File: config.mk
export PLATFORM = sky130hd
export DESIGN_NAME = uart_fifo_flat
export DESIGN_NICKNAME = d
export VERILOG_FILES = /design/src/rtl/uart_fifo_if.sv /design/src/rtl/uart_fifo.sv /design/src/flat_wrapper.sv
export SDC_FILE = /design/constraint.sdc
export NUM_CORES = 1
export LEC_CHECK = 0
export CAP_MARGIN = 10
export CORE_MARGIN = 2
export CORE_UTILIZATION = 45
export CTS_CLUSTER_SIZE = 20
export DETAILED_ROUTE_END_ITERATION = 8
export GPL_TIMING_DRIVEN = 0
export SYNTH_ARGS = -nofsm -noshare
export SYNTH_HDL_FRONTEND = slang
export SYNTH_SLANG_ARGS = --single-unit
File: constraint.sdc
create_clock -name clk -period 2.9 [get_ports clk]
set_input_delay 0.29 -clock clk [delete_from_list [all_inputs] [get_ports clk]]
set_output_delay 0.29 -clock clk [all_outputs]
set_load 0.1 [all_outputs]
File: src/rtl/uart_fifo_if.sv
// Handshake bundle for uart_fifo: TX push side and RX pop side.
// master = client logic (host/loader), slave = the UART.
interface uart_fifo_if #(
    parameter int unsigned data_bits = 8
);
    logic [data_bits-1:0] tx_data;
    logic                 tx_valid;
    logic                 tx_ready;
    logic [data_bits-1:0] rx_data;
    logic                 rx_valid;
    logic                 rx_ready;

    modport master (
        output tx_data, tx_valid, rx_ready,
        input  tx_ready, rx_data, rx_valid
    );

    modport slave (
        input  tx_data, tx_valid, rx_ready,
        output tx_ready, rx_data, rx_valid
    );
endinterface

File: src/rtl/uart_fifo.sv
// uart_fifo: full-duplex UART with configurable frame format, RX/TX FIFOs and
// sticky framing/parity/overrun flags. Optional feature: define UART_LOOPBACK_EN
// to add a loopback input that routes the TX stream into the receiver.
module uart_fifo #(
    parameter int unsigned clock_frequency = 12000000,
    parameter int unsigned baud_rate       = 9600,
    parameter int unsigned data_bits       = 8,
    parameter int unsigned parity          = 0,
    parameter int unsigned stop_bits       = 1,
    parameter int unsigned fifo_depth      = 16
) (
    input  logic                        clk,
    input  logic                        rst,
    input  logic                        rx,
    output logic                        tx,
    uart_fifo_if.slave                  bus,
    input  logic                        clear,
`ifdef UART_LOOPBACK_EN
    input  logic                        loopback,
`endif
    output logic [$clog2(fifo_depth):0] tx_level,
    output logic [$clog2(fifo_depth):0] rx_level,
    output logic                        frame_error,
    output logic                        parity_error,
    output logic                        overrun,
    output logic                        busy
);
    localparam int unsigned divisor = clock_frequency / baud_rate;
    localparam int unsigned half    = divisor / 2;
    localparam int unsigned cw      = $clog2(divisor);
    localparam int unsigned aw      = $clog2(fifo_depth);
    localparam int unsigned lw      = aw + 1;
    localparam bit          odd_par = (parity == 2);

    typedef enum logic [2:0] {RxIdle, RxStart, RxData, RxParity, RxStop} rx_state_e;
    typedef enum logic [2:0] {TxIdle, TxLoad, TxStart, TxData, TxParity, TxStop} tx_state_e;

    logic                 rx_meta_q, rx_sync_q, rx_prev_q, rx_in;
    rx_state_e            rx_state_q;
    logic [cw-1:0]        rx_cnt_q;
    logic [3:0]           rx_idx_q;
    logic [data_bits-1:0] rx_shift_q;
    logic                 rx_perr_q, rx_ferr_q, rx_done_q;

    logic [data_bits-1:0] rx_mem [fifo_depth];
    logic [aw-1:0]        rx_wptr_q, rx_rptr_q;
    logic [lw-1:0]        rx_level_q;
    logic                 rx_full, rx_push, rx_pop, rx_overrun;

    logic [data_bits-1:0] tx_mem [fifo_depth];
    logic [aw-1:0]        tx_wptr_q, tx_rptr_q;
    logic [lw-1:0]        tx_level_q;
    logic                 tx_full, tx_empty, tx_push, tx_pop;
    logic [data_bits-1:0] tx_head;

    tx_state_e            tx_state_q;
    logic [cw-1:0]        tx_cnt_q;
    logic [3:0]           tx_idx_q;
    logic [data_bits-1:0] tx_shift_q;
    logic                 tx_par_q, tx_q, tx_bit_end, tx_last_stop;

    logic                 frame_error_q, parity_error_q, overrun_q;

`ifdef UART_LOOPBACK_EN
    assign rx_in = loopback ? tx_q : rx_sync_q;
    assign tx    = loopback ? 1'b1 : tx_q;
`else
    assign rx_in = rx_sync_q;
    assign tx    = tx_q;
`endif

    assign rx_full    = (rx_level_q == lw'(fifo_depth));
    assign rx_push    = rx_done_q & ~rx_ferr_q & ~rx_perr_q & ~rx_full & ~clear;
    assign rx_overrun = rx_done_q & ~rx_ferr_q & ~rx_perr_q & rx_full;
    assign rx_pop     = bus.rx_ready & (rx_level_q != '0);

    assign tx_full      = (tx_level_q == lw'(fifo_depth));
    assign tx_empty     = (tx_level_q == '0);
    assign tx_push      = bus.tx_valid & ~tx_full;
    assign tx_head      = tx_mem[tx_rptr_q];
    assign tx_bit_end   = (tx_cnt_q == cw'(divisor - 1));
    assign tx_last_stop = (tx_idx_q == 4'(stop_bits - 1));
    // The shifter takes the head when idle or straight out of the final stop bit.
    assign tx_pop = ~tx_empty & ((tx_state_q == TxIdle) |
                                 ((tx_state_q == TxStop) & tx_bit_end & tx_last_stop));

    assign bus.tx_ready = ~tx_full;
    assign bus.rx_valid = (rx_level_q != '0);
    assign bus.rx_data  = rx_mem[rx_rptr_q];
    assign tx_level     = tx_level_q;
    assign rx_level     = rx_level_q;
    assign frame_error  = frame_error_q;
    assign parity_error = parity_error_q;
    assign overrun      = overrun_q;
    assign busy         = (rx_state_q != RxIdle) | (tx_state_q != TxIdle) | ~tx_empty;

    // Two-flop synchroniser on the pin plus the edge-detect history of the RX input.
    always_ff @(posedge clk) begin
        if (rst) begin
            rx_meta_q <= 1'b1;
            rx_sync_q <= 1'b1;
            rx_prev_q <= 1'b1;
        end else begin
            rx_meta_q <= rx;
            rx_sync_q <= rx_meta_q;
            rx_prev_q <= rx_in;
        end
    end

    // Receive FSM: half-bit start check, then mid-bit sampling of every later bit.
    always_ff @(posedge clk) begin
        if (rst) begin
            rx_state_q <= RxIdle;
            rx_cnt_q   <= '0;
            rx_idx_q   <= '0;
            rx_shift_q <= '0;
            rx_perr_q  <= 1'b0;
            rx_ferr_q  <= 1'b0;
            rx_done_q  <= 1'b0;
        end else begin
            rx_done_q <= 1'b0;
            unique case (rx_state_q)
                RxIdle: begin
                    if (rx_prev_q && !rx_in) begin
                        rx_state_q <= RxStart;
                        rx_cnt_q   <= '0;
                    end
                end
                RxStart: begin
                    if (rx_cnt_q == cw'(half - 1)) begin
                        rx_cnt_q   <= '0;
                        rx_idx_q   <= '0;
                        rx_perr_q  <= 1'b0;
                        rx_ferr_q  <= 1'b0;
                        // A line back high at mid-start is a glitch, not a frame.
                        rx_state_q <= rx_in ? RxIdle : RxData;
                    end else begin
                        rx_cnt_q <= rx_cnt_q + 1'b1;
                    end
                end
                RxData: begin
                    if (rx_cnt_q == cw'(divisor - 1)) begin
                        rx_cnt_q   <= '0;
                        rx_shift_q <= {rx_in, rx_shift_q[data_bits-1:1]};
                        if (rx_idx_q == 4'(data_bits - 1)) begin
                            rx_idx_q   <= '0;
                            rx_state_q <= (parity != 0) ? RxParity : RxStop;
                        end else begin
                            rx_idx_q <= rx_idx_q + 1'b1;
                        end
                    end else begin
                        rx_cnt_q <= rx_cnt_q + 1'b1;
                    end
                end
                RxParity: begin
                    if (rx_cnt_q == cw'(divisor - 1)) begin
                        rx_cnt_q   <= '0;
                        rx_perr_q  <= rx_in ^ (^rx_shift_q) ^ odd_par;
                        rx_state_q <= RxStop;
                    end else begin
                        rx_cnt_q <= rx_cnt_q + 1'b1;
                    end
                end
                RxStop: begin
                    if (rx_cnt_q == cw'(divisor - 1)) begin
                        rx_cnt_q  <= '0;
                        rx_ferr_q <= rx_ferr_q | ~rx_in;
                        if (rx_idx_q == 4'(stop_bits - 1)) begin
                            // Leave at mid-stop so a back-to-back start edge is not missed.
                            rx_state_q <= RxIdle;
                            rx_done_q  <= 1'b1;
                        end else begin
                            rx_idx_q <= rx_idx_q + 1'b1;
                        end
                    end else begin
                        rx_cnt_q <= rx_cnt_q + 1'b1;
                    end
                end
                default: rx_state_q <= RxIdle;
            endcase
        end
    end

    // RX FIFO storage; written only when a good frame is accepted.
    always_ff @(posedge clk) begin
        if (rx_push) rx_mem[rx_wptr_q] <= rx_shift_q;
    end

    // RX FIFO pointers and occupancy; clear flushes it.
    always_ff @(posedge clk) begin
        if (rst || clear) begin
            rx_wptr_q  <= '0;
            rx_rptr_q  <= '0;
            rx_level_q <= '0;
        end else begin
            if (rx_push) rx_wptr_q <= rx_wptr_q + 1'b1;
            if (rx_pop)  rx_rptr_q <= rx_rptr_q + 1'b1;
            if (rx_push && !rx_pop)      rx_level_q <= rx_level_q + 1'b1;
            else if (!rx_push && rx_pop) rx_level_q <= rx_level_q - 1'b1;
        end
    end

    // Sticky error flags; an error event in the same cycle as clear still sets its flag.
    always_ff @(posedge clk) begin
        if (rst) begin
            frame_error_q  <= 1'b0;
            parity_error_q <= 1'b0;
            overrun_q      <= 1'b0;
        end else begin
            frame_error_q  <= (frame_error_q & ~clear) | (rx_done_q & rx_ferr_q);
            parity_error_q <= (parity_error_q & ~clear) | (rx_done_q & rx_perr_q);
            overrun_q      <= (overrun_q & ~clear) | rx_overrun;
        end
    end

    // TX FIFO storage; written only on an accepted push.
    always_ff @(posedge clk) begin
        if (tx_push) tx_mem[tx_wptr_q] <= bus.tx_data;
    end

    // TX FIFO pointers and occupancy.
    always_ff @(posedge clk) begin
        if (rst) begin
            tx_wptr_q  <= '0;
            tx_rptr_q  <= '0;
            tx_level_q <= '0;
        end else begin
            if (tx_push) tx_wptr_q <= tx_wptr_q + 1'b1;
            if (tx_pop)  tx_rptr_q <= tx_rptr_q + 1'b1;
            if (tx_push && !tx_pop)      tx_level_q <= tx_level_q + 1'b1;
            else if (!tx_push && tx_pop) tx_level_q <= tx_level_q - 1'b1;
        end
    end

    // Transmit FSM; tx_q holds the bit of the current state for exactly divisor clocks.
    always_ff @(posedge clk) begin
        if (rst) begin
            tx_state_q <= TxIdle;
            tx_cnt_q   <= '0;
            tx_idx_q   <= '0;
            tx_shift_q <= '0;
            tx_par_q   <= 1'b0;
            tx_q       <= 1'b1;
        end else begin
            unique case (tx_state_q)
                TxIdle: begin
                    tx_q <= 1'b1;
                    if (tx_pop) begin
                        tx_shift_q <= tx_head;
                        tx_par_q   <= (^tx_head) ^ odd_par;
                        tx_state_q <= TxLoad;
                    end
                end
                TxLoad: begin
                    tx_state_q <= TxStart;
                    tx_cnt_q   <= '0;
                    tx_q       <= 1'b0;
                end
                TxStart: begin
                    if (tx_bit_end) begin
                        tx_cnt_q   <= '0;
                        tx_idx_q   <= '0;
                        tx_q       <= tx_shift_q[0];
                        tx_shift_q <= tx_shift_q >> 1;
                        tx_state_q <= TxData;
                    end else begin
                        tx_cnt_q <= tx_cnt_q + 1'b1;
                    end
                end
                TxData: begin
                    if (tx_bit_end) begin
                        tx_cnt_q <= '0;
                        if (tx_idx_q == 4'(data_bits - 1)) begin
                            tx_idx_q <= '0;
                            if (parity != 0) begin
                                tx_state_q <= TxParity;
                                tx_q       <= tx_par_q;
                            end else begin
                                tx_state_q <= TxStop;
                                tx_q       <= 1'b1;
                            end
                        end else begin
                            tx_idx_q   <= tx_idx_q + 1'b1;
                            tx_q       <= tx_shift_q[0];
                            tx_shift_q <= tx_shift_q >> 1;
                        end
                    end else begin
                        tx_cnt_q <= tx_cnt_q + 1'b1;
                    end
                end
                TxParity: begin
                    if (tx_bit_end) begin
                        tx_cnt_q   <= '0;
                        tx_idx_q   <= '0;
                        tx_q       <= 1'b1;
                        tx_state_q <= TxStop;
                    end else begin
                        tx_cnt_q <= tx_cnt_q + 1'b1;
                    end
                end
                TxStop: begin
                    if (tx_bit_end) begin
                        tx_cnt_q <= '0;
                        if (tx_last_stop) begin
                            tx_idx_q <= '0;
                            if (tx_pop) begin
                                // Chain straight into the next start bit: no idle gap.
                                tx_shift_q <= tx_head;
                                tx_par_q   <= (^tx_head) ^ odd_par;
                                tx_state_q <= TxStart;
                                tx_q       <= 1'b0;
                            end else begin
                                tx_state_q <= TxIdle;
                                tx_q       <= 1'b1;
                            end
                        end else begin
                            tx_idx_q <= tx_idx_q + 1'b1;
                        end
                    end else begin
                        tx_cnt_q <= tx_cnt_q + 1'b1;
                    end
                end
                default: tx_state_q <= TxIdle;
            endcase
        end
    end
endmodule
File: src/flat_wrapper.sv
// flat-port wrapper written by rule: the top's interface ports become plain ports
module uart_fifo_flat 
#(
    parameter int unsigned clock_frequency = 12000000,
    parameter int unsigned baud_rate       = 9600,
    parameter int unsigned data_bits       = 8,
    parameter int unsigned parity          = 0,
    parameter int unsigned stop_bits       = 1,
    parameter int unsigned fifo_depth      = 16
)
  (clk, rst, rx, tx, clear, tx_level, rx_level, frame_error, parity_error, overrun, busy, bus_tx_data, bus_tx_valid, bus_rx_ready, bus_tx_ready, bus_rx_data, bus_rx_valid);
  uart_fifo_if #(.data_bits(data_bits)) bus_i ();
  input  logic clk;
  input  logic rst;
  input  logic rx;
  output logic tx;
  input  logic clear;
  output logic [$clog2(fifo_depth):0] tx_level;
  output logic [$clog2(fifo_depth):0] rx_level;
  output logic frame_error;
  output logic parity_error;
  output logic overrun;
  output logic busy;
  input wire logic [$bits(bus_i.tx_data)-1:0] bus_tx_data;
  input wire logic [$bits(bus_i.tx_valid)-1:0] bus_tx_valid;
  input wire logic [$bits(bus_i.rx_ready)-1:0] bus_rx_ready;
  output wire logic [$bits(bus_i.tx_ready)-1:0] bus_tx_ready;
  output wire logic [$bits(bus_i.rx_data)-1:0] bus_rx_data;
  output wire logic [$bits(bus_i.rx_valid)-1:0] bus_rx_valid;
  assign bus_i.tx_data = bus_tx_data;
  assign bus_i.tx_valid = bus_tx_valid;
  assign bus_i.rx_ready = bus_rx_ready;
  assign bus_tx_ready = bus_i.tx_ready;
  assign bus_rx_data = bus_i.rx_data;
  assign bus_rx_valid = bus_i.rx_valid;
  uart_fifo #(.clock_frequency(clock_frequency), .baud_rate(baud_rate), .data_bits(data_bits), .parity(parity), .stop_bits(stop_bits), .fifo_depth(fifo_depth)) u_core (.clk(clk), .rst(rst), .rx(rx), .tx(tx), .bus(bus_i), .clear(clear), .tx_level(tx_level), .rx_level(rx_level), .frame_error(frame_error), .parity_error(parity_error), .overrun(overrun), .busy(busy));
endmodule
After elaboration in Yosys (flattened, before gate mapping). Memory sizes are Yosys's and may differ from the RTL's. A register that Yosys moved wholly into a read port is not among the register bits. Index checks and enable logic that the tools add are counted.

Bits in registers: 88. Word-level logic and storage cells: 216. Output and inout bits: 25. Bits of input ports: 14. Memories kept: 2. Memory bits (writable): 256.

Reduce and logical (&&, ||, !) cells: 44. Equal/unequal tests: 33. Bitwise operators: 32. Mux-type cells: 69. $add $sub $neg: 12.

Memories: u_core.rx_mem (words 16, width 8, read ports 1, clocked after Yosys merged registers in 1, wr ports 1, line uart_fifo.sv:45) `logic [data_bits-1:0] rx_mem [fifo_depth];`; u_core.tx_mem (words 16, width 8, read ports 1, clocked after Yosys merged registers in 1, wr ports 1, line uart_fifo.sv:50) `logic [data_bits-1:0] tx_mem [fifo_depth];`.

Operators by type and width (count): 2-to-1 mux 4 bit (14); 2-to-1 mux 8 bit (6); 2-to-1 mux 11 bit (4); 2-to-1 mux 3 bit (14); case mux 11 bit (3 select lines) (1); case mux 8 bit (4 select lines) (1); inequality test 2 x 1 -> 1 bit, second input constant (15); adder 4 x 1 -> 4 bit, second input constant (6); case mux 4 bit (3 select lines) (2); adder 11 x 1 -> 11 bit, second input constant (2); == test 11 bit, second input constant (2); case mux 11 bit (2 select lines) (1); 2-to-1 mux 5 bit (4); case mux 3 bit (6 select lines) (1); bitwise AND 1 bit (15); 2-to-1 mux 1 bit (15); case mux 3 bit (5 select lines) (1); nonzero test 3 bit (5); AND reduction 7 bit (2); == test 3 x 2 -> 1 bit, second input constant (4); AND reduction 6 bit (2); == test 11 x 10 -> 1 bit, second input constant (1); adder 5 x 1 -> 5 bit, second input constant (2); == test 5 bit, second input constant (2); 29 further kinds (68).

Longest topological paths before layout. Gate-level depths: netlist of the first run.

Word-level depth: 9. Gate-level depth with buffers: 16. Gate-level depth less buffers: 15.

Worst setup path after synthesis of the first run. No wires, ideal clock.

Path type: register -> register. Start: register u_core.tx_level_q[0], in the netlist u_core.tx_level[0]. End: register u_core.tx_level_q[4], in the netlist u_core.tx_level[4]. Required time: 2.772 ns. Clock period less this slack: 4.275 ns. Path buffers: 1. Library setup time: 0.128 ns. Stages on the path, launching flop included: 14. Arrival: 4.147 ns. Path slack: -1.375 ns. Cell sequence: dfxtp_1 nor4_1 nand2_1 and2_1 clkbuf_1 ha_1 inv_1 ha_1 nor2b_1 o21a_1 or3_1 a21oi_1 xnor2_1 nor2_1.

Cells in the longest elaborated chain, start to end: 6. Elaborated cells between the ends (all ways): 15. Those cells by class: 2 x add/sub; 1 x eq/ne; 2 x mux; 4 x bitwise; 6 x reduce/logical.

RTL lines: start: declaration (line uart_fifo.sv:52) `logic [lw-1:0] tx_level_q;`; start signal: assignment (line uart_fifo.sv:230) `if (tx_push && !tx_pop) tx_level_q <= tx_level_q + 1'b1;`; start signal: assignment (line uart_fifo.sv:231) `else if (!tx_push && tx_pop) tx_level_q <= tx_level_q - 1'b1;`; == test 5 bit * (line uart_fifo.sv:77) `assign tx_full = (tx_level_q == lw'(fifo_depth));`; inverter 1 bit *; net bus_tx_ready (line flat_wrapper.sv:27) `output wire logic [$bits(bus_i.tx_ready)-1:0] bus_tx_ready;`; bitwise AND 1 bit * (line uart_fifo.sv:79) `assign tx_push = bus.tx_valid & ~tx_full;`; net u_core.tx_push (line uart_fifo.sv:53) `logic tx_full, tx_empty, tx_push, tx_pop;`; zero test 1 bit (line uart_fifo.sv:231); logical AND 1 bit (line uart_fifo.sv:231); nonzero test 2 bit (no source line).

Mark *: on every way through the listed nets, which the timed path passes. The rest lies on a longest branch. The select of a mux whose other input is x is not followed. A chain may end at the register's enable or synchronous reset.

Final worst setup path of the first run.
Start: register u_core.tx_cnt_q[3]. End: register u_core.tx_level_q[4], in the netlist u_core.tx_level[4].

Cells in the longest elaborated chain, start to end: 8. Elaborated cells between the ends (all ways): 10. Those cells by class: 1 x eq/ne; 1 x mux; 4 x bitwise; 4 x reduce/logical.

RTL lines: start: declaration (line uart_fifo.sv:57) `logic [cw-1:0] tx_cnt_q;`; start signal: assignment (line uart_fifo.sv:267) `tx_cnt_q <= tx_cnt_q + 1'b1;`; start signal: assignment (line uart_fifo.sv:288) `tx_cnt_q <= tx_cnt_q + 1'b1;`; start signal: assignment (line uart_fifo.sv:298) `tx_cnt_q <= tx_cnt_q + 1'b1;`; == test 11 bit * (line uart_fifo.sv:81) `assign tx_bit_end = (tx_cnt_q == cw'(divisor - 1));`; bitwise AND 1 bit * (2 in series) (line uart_fifo.sv:85) `((tx_state_q == TxStop) & tx_bit_end & tx_last_stop));`; bitwise OR 1 bit * (line uart_fifo.sv:84) `assign tx_pop = ~tx_empty & ((tx_state_q == TxIdle) |`; bitwise AND 1 bit * (line uart_fifo.sv:84); zero test 1 bit (line uart_fifo.sv:230); logical AND 1 bit (line uart_fifo.sv:230); 2-to-1 mux 5 bit / nonzero test 2 bit (equally long branches).

Every way passes the cells marked *; elsewhere a longest branch is shown, timed or not.

==> results of run 1 <==
==> metrics by stage <==
| stage | utilization [%] | power [mW] |
|---|---|---|
| floorplan | - | 7.51 |
| global placement | 48.6 | 8.04 |
| detailed placement | 48.8 | 8.05 |
| CTS | 52.6 | 12.7 |
| global route | 52.7 | 13.2 |
| finish | 52.7 | 12.6 |
==> cell usage after synthesis (all sizes together), types with 6 or more instances <==
cell and number:
nor3b 7, mux2i 19, clkbuf 29, edfxtp 256, nand3b 8, or3 11, or2 6, mux4 72
buf 16, ha 28, and3 6, inv 26, o22ai 8, nand3 14, xor2 15, xnor2 19
nor3 20, nand2 65, nor2 96, o21ai 34, dfxtp 96, nand4 8, nor2b 8, a21oi 60
nand2b 13
==> worst max-delay path by stage <==
stage	slack, ns	cells past startpoint	endpoint	from
after CTS	-0.15	14	u_core.tx_level[4]$_SDFFE_PP0P_	u_core.tx_cnt_q[2]$_SDFFE_PP0P_
after detailed placement	-0.46	5	bus_rx_data[7]	flop
final	-0.15	13	u_core.tx_level[4]$_SDFFE_PP0P_	u_core.tx_cnt_q[3]$_SDFFE_PP0P_
after floorplan	-0.24	14	u_core.rx_level[4]$_SDFFE_PP0P_	u_core.rx_level[2]$_SDFFE_PP0P_
after global routing	-0.28	13	u_core.tx_level[4]$_SDFFE_PP0P_	u_core.tx_cnt_q[3]$_SDFFE_PP0P_
after global placement	-0.47	5	bus_rx_data[5]	flop
==> critical path, delay by kind of cell, from the launching register on <==
kind                     cells  cell delay, ns
AND/OR/NAND/NOR              6            1.52
AO/OA/AOI/OAI                3            0.49
adder cells (fa/ha/maj)      2            0.38
flip-flops                   1            0.33
XOR/XNOR                     1            0.12
buffers and inverters        1            0.06
==> cell usage in the layout, fill, tap and decap left out, drive strengths merged, types with 3 or more instances in the layout <==
master         instances
a211oi                 3
a21bo                  4
a21o                   5
a21oi                 60
a22oi                  5
a31oi                  3
and2                   5
and3                   6
buf                   29
clkbuf                80
clkdlybuf4s50         29
clkinv                16
dfxtp                 96
edfxtp               256
ha                    28
inv                   28
mux2                   3
mux2i                 19
mux4                  72
nand2                 65
nand2b                13
nand3                 14
nand3b                 8
nand4                  8
nor2                  96
nor2b                  8
nor3                  20
nor3b                  7
nor4                   3
o21a                   4
o21ai                 34
o22ai                  8
or2                    6
or3                   11
xnor2                 19
xor2                  15
==> routing by layer <==
layer,vias up,GRT usage (%),routed length (um)
met5,-,0,0
met4,0,5.50,735
met3,60,3.02,1200
met2,158,29.1,14000
met1,4088,23.6,13000
li1,3972,-,-
==> area by class of cell <==
type	count	area (um^2)
Buffer	42	196
Sequential cell	352	9640
Timing Repair Buffer	48	435
Tap cell	442	553
Clock inverter	19	155
Multi-Input combinational cell	577	4940
Clock buffer	49	1000
Inverter	26	105
Fill cell	2678	15300
==> state kept, by name (all words and copies together), names as in the netlist, 3 cells and up, named ones only <==
signal,flops
u_core.tx_idx_q,4
u_core.tx_mem,128
u_core.tx_level,5
u_core.tx_shift_q,8
u_core.rx_shift_q,8
u_core.tx_rptr_q,4
u_core.rx_idx_q,4
u_core.rx_wptr_q,4
u_core.tx_cnt_q,11
u_core.rx_cnt_q,11
u_core.rx_rptr_q,4
u_core.tx_wptr_q,4
u_core.rx_level,5
u_core.rx_state_q,3
u_core.tx_state_q,3
u_core.rx_mem,128
==> where the power goes <==
part / switching, mW / internal (mW)
logic: 1.42 / 0.968
clock network: 1.92 / 2.55
registers: 0.136 / 5.56
total: 3.47 / 9.08
==> repair_timing <==
item | in CTS | in global routing
setup buffers | 7 | 1
setup endpoints to repair | 13 | 13
pin swaps | 4 | 11
gates resized for setup | 63 | 21
==> cells by family after synthesis <==
kind of cell    count (synthesis)
flops                         352
mux                            94
buf+inv                        71
compound gates                138
xor+xnor                       34
simple gates                  281
fa+ha+maj                      30
==> impl_metrics.py, run 1 <==
metrics = {
    "logic_synthesis": {
        "netlist.area_leader.share_pct": 52.5,
        "syn_avg_cell_area_um2": 14.7,
        "ys_seq_area_share_pct": 65.6,
        "ys_ff_latch": 352,
        "ys_types": 62,
        "synth_top_family_by_area": "multiplexers",
        "synth_compound_area_share_pct": 5.76,
        "netlist_area_um2": 14700,
        "ys.flop_type": "edfxtp_1",
        "synth_edf_count": 256,
        "synth.area.top_cells": "edfxtp_1 52%, dfxtp_1 13%, mux4_2 11%",
        "ys_warn_count": 0,
        "muxShareOfSynthArea_pct": 12.6,
        "synth-xor-area-share_pct": 2.03,
        "syn_nets": 1044,
        "yosys.area_share.adder_pct": 2.66,
        "syn_inst": 1000,
        "yosysTopAreaCell": "edfxtp_1",
        "synthSimpleGateAreaFrac_pct": 9.40,
        "synthArstFlopShare_pct": 0,
    },
    "critical_path": {
        "crit_type": "flop to flop",
        "cp_slowest_cell": "or4b_4",
        "cp_slowest_stage_delay_ns": 0.54,
        "path_cells": "or4b_4 -> or3_4 -> o22ai_4 -> nand2_4 -> ha_4 -> inv_4 -> ha_4 -> nor2b_1 -> o21a_1 -> or3_1 -> a21oi_2 -> xnor2_1 -> nor2_1",
        "crit_path_end_kind": "flop",
        "crit_fanout": 5,
        "timing.rr.start": "u_core.tx_cnt_q[3]$_SDFFE_PP0P_",
        "path_common_cell": "ha_4",
        "crit_arrival_ns": 3.44,
        "startpoint_type": "flop",
        "reg2regPathDepth": 13,
        "ff2ff_setup_slack_ns": -0.15,
        "timing.rr.end": "u_core.tx_level[4]$_SDFFE_PP0P_",
        "worstPathRequired_ns": 3.29,
    },
    "global_routing": {
        "grt_pass1_wl_um": 45400,
        "grt_pass1_vias": 8158,
        "grt.total_usage_pct": 17.5,
        "overflow": 0,
        "grt_max_degree": 20,
        "antenna_found_initial": 0,
    },
    "clock_tree": {
        "h-tree-depth": 2,
        "cts_sinks": 352,
        "numCtsBuffers": 38,
        "cts_root_buf": "clkbuf_16",
        "clk_pin_slew_ns": 0.06,
        "cts_buffer_depth": 3,
        "tritoncts": "built",
        "clk_latency_ns": 0.54,
        "holdBufCountCts": 0,
    },
    "die": {
        "core_area_um2": 32300,
        "die_h_um": 184,
        "rows": 66,
        "initial_core_util_pct": 45.4,
        "die_x_um": 184,
        "die_area_um2": 34000,
        "ios": 39,
    },
    "min_path": {
        "hold_path_startpoint": "rx",
        "hold_end": "u_core.rx_meta_q$_SDFF_PP1_",
        "worstHoldPathType": "input pin to flop",
        "hold_depth": 2,
    },
    "timing": {
        "tns_ns": -0.146,
        "rsz0062_at_grt": "true",
        "drv_slew": 0,
        "min_period_over_period_pct": 105,
        "final-setup-viol-count": 1,
        "worst_slew_pin_slew_ns": 0.988,
        "skew_ns": 0.0294,
        "finalCriticalPeriod_ns": 3.05,
        "worst_slack_ns": -0.146,
        "hold_ws_ns": 0.326,
        "max_freq_ghz": 0.328,
        "hold_viol_final": 0,
        "relSlewSlack_pct": 34.4,
    },
    "place": {
        "hpwl_um": 18800,
        "place.port_buffers": 38,
        "place_area_um2": 15700,
        "place.gp.congestion": 0.799,
        "pre_cts_ws_ns": -0.462,
        "dp.cells": 1482,
    },
    "status": {
        "status": "finished, violations left",
        "violations": "negative setup slack",
    },
    "flow_run": {
        "maxCapViolations": 0,
    },
    "route": {
        "dr.pass1.iters": 5,
        "drc_errors": 0,
        "vias": 8278,
        "drt-initial-drc-count": 620,
        "postRouteWirelength_um": 28900,
        "wl_per_cell_um": 18.6,
        "drtAntennaViolNets": 0,
        "viasPerCell": 5.32,
    },
    "final_layout": {
        "final_cells": 1555,
        "fin_area_um2": 17000,
        "finalNetCount": 1129,
        "drive_gt1_share_pct": 19.6,
        "diodes": 0,
        "syn_to_final_growth_pct": 16.2,
    },
    "pwr": {
        "peakVddDrop_mv": 0.731,
        "p_per_area_nw_per_um2": 737,
        "p_leak_nw": 5.52,
    },
}
Power figures use the tool's default switching activity.
==> inputs of run 2 (changes only) <==
- PLACE_DENSITY: unset -> 0.66
==> impl_metrics.py, run 2 (synthesized netlist as in run 1, its figures left out) <==
metrics = {
    "status": {
        "status": "finished, violations left",
        "violations": "negative setup slack",
    },
    "final_layout": {
        "layout_commonest_cell": "edfxtp_1",
        "diodes": 0,
        "final_cells": 1554,
        "reg.largest.list": "u_core.rx_mem (128), u_core.tx_mem (128)",
        "nFillCells": 2632,
        "syn_to_final_growth_pct": 17.3,
        "layout_common_cells": "256 x edfxtp_1, 95 x nor2_1, 82 x dfxtp_1",
        "drive_gt1_share_pct": 20.8,
        "finalNetCount": 1128,
    },
    "critical_path": {
        "timing.rr.start": "u_core.tx_cnt_q[3]$_SDFFE_PP0P_",
        "worstPathRequired_ns": 3.29,
        "crit_arrival_ns": 3.41,
        "critPathLaunch": "u_core.tx_cnt_q[3]$_SDFFE_PP0P_",
        "reg2regPathDepth": 13,
        "ff2ff_setup_slack_ns": -0.12,
        "crit_path_end_kind": "flop",
        "crit_type": "flop to flop",
        "crit_fanout": 5,
        "timing.rr.end": "u_core.tx_level[4]$_SDFFE_PP0P_",
        "startpoint_type": "flop",
    },
    "timing": {
        "drv_slew": 0,
        "rsz0062_at_grt": "true",
        "relSlewSlack_pct": 32.6,
        "worst_slew_pin_slew_ns": 1.01,
        "finalCriticalPeriod_ns": 3.02,
        "hold_viol_final": 0,
        "hold_ws_ns": 0.332,
        "min_period_over_period_pct": 104,
        "final-setup-viol-count": 1,
        "worst_slack_ns": -0.123,
        "tns_ns": -0.123,
        "max_freq_ghz": 0.331,
        "skew_ns": 0.0235,
    },
    "clock_tree": {
        "clk_pin_slew_ns": 0.06,
        "cts_buffer_depth": 3,
        "cts_root_buf": "clkbuf_16",
        "tritoncts": "built",
        "numCtsBuffers": 38,
        "h-tree-depth": 2,
        "cts_sinks": 352,
        "clk_latency_ns": 0.53,
    },
    "die": {
        "core_area_um2": 32300,
        "rows": 66,
        "die_x_um": 184,
        "die_h_um": 184,
        "die_area_um2": 34000,
        "ios": 39,
        "initial_core_util_pct": 45.4,
    },
    "pwr": {
        "p_per_area_nw_per_um2": 761,
        "peakVddDrop_mv": 0.862,
        "p_leak_nw": 5.60,
    },
    "place": {
        "dp.cells": 1482,
        "place.gp.congestion": 0.849,
        "place.port_buffers": 38,
        "hpwl_um": 18700,
    },
    "route": {
        "wl_per_cell_um": 18.6,
        "postRouteWirelength_um": 29000,
        "drtAntennaViolNets": 0,
        "dr.pass1.iters": 5,
        "drt-initial-drc-count": 580,
        "vias": 8337,
        "viasPerCell": 5.36,
        "drc_errors": 0,
    },
    "global_routing": {
        "grt_pass1_wl_um": 45800,
        "grt_pass1_vias": 8242,
        "grt.total_usage_pct": 17.5,
        "grt_max_degree": 20,
        "overflow": 0,
        "antenna_found_initial": 0,
    },
    "min_path": {
        "hold_end": "u_core.rx_meta_q$_SDFF_PP1_",
        "hold_depth": 2,
        "hold_path_startpoint": "rx",
        "worstHoldPathType": "input pin to flop",
    },
    "flow_run": {
        "maxCapViolations": 0,
    },
}
## run 2: layout make-up
cell class	count	area, um^2	area share [%]
clock inverters	22	258	1.50
repair buffers	47	430	2.50
flip-flops and latches	352	9650	56.1
well taps	442	553	3.22
plain buffers	42	196	1.14
multi-input cells	577	4960	28.8
clock buffers	46	1040	6.06
inverters	26	103	0.597
## run 2: what timing repair did
| action | in CTS | in global routing |
|---|---|---|
| cloned | 0 | 0 |
| resized for setup | 65 | 24 |
| hold buffers | 0 | 0 |
| endpoints found under the setup margin | 13 | 26 |
| setup buffers | 6 | 1 |
| pin swaps | 5 | 4 |
## run 2: per-layer routing
metal	up-vias	GRT usage, %	routed length [um]
li1	3954	-	-
met3	62	2.47	1280
met2	187	29.4	14200
met4	0	6.05	831
met5	-	0	0
met1	4134	23.4	12700
## run 2: metrics by stage
| stage | setup slack [ns] | utilization [%] | power, mW | area (um^2) |
|---|---|---|---|---|
| after floorplan | -0.242 | - | 7.51 | 14800 |
| after global placement | -0.468 | 48.6 | 8.02 | 15700 |
| after detailed placement | -0.520 | 48.7 | 8.06 | 15700 |
| after CTS | -0.204 | 53.0 | 13.1 | 17100 |
| after global routing | -0.250 | 53.2 | 13.6 | 17200 |
| final | -0.123 | 53.2 | 13.1 | 17200 |
## run 2: power by group
| part | switching (mW) | leakage (nW) | internal, mW |
|---|---|---|---|
| combinational | 1.44 | 1.83 | 0.983 |
| sequential | 0.138 | 3.13 | 5.56 |
| clock | 1.95 | 0.641 | 3.01 |
## run 2: worst max path at each step
stage | end | slack [ns] | depth (start not counted)
global placement | bus_rx_data[6] | -0.47 | 5
global route | u_core.tx_level[4]$_SDFFE_PP0P_ | -0.25 | 13
floorplan | u_core.rx_level[4]$_SDFFE_PP0P_ | -0.24 | 14
CTS | u_core.tx_level[4]$_SDFFE_PP0P_ | -0.20 | 14
finish | u_core.tx_level[4]$_SDFFE_PP0P_ | -0.12 | 13
detailed placement | bus_rx_data[4] | -0.52 | 5
## run 2: critical path, stage by stage, from the launching register on
cell     delay [ns]
dfxtp_4        0.35
or4b_4         0.51
or3_4          0.41
o22ai_4        0.15
nand2_4        0.09
ha_4           0.20
inv_4          0.07
ha_4           0.20
nor2b_4        0.12
o21a_1         0.17
or3_1          0.32
a21oi_2        0.14
xnor2_1        0.13
nor2_1         0.05
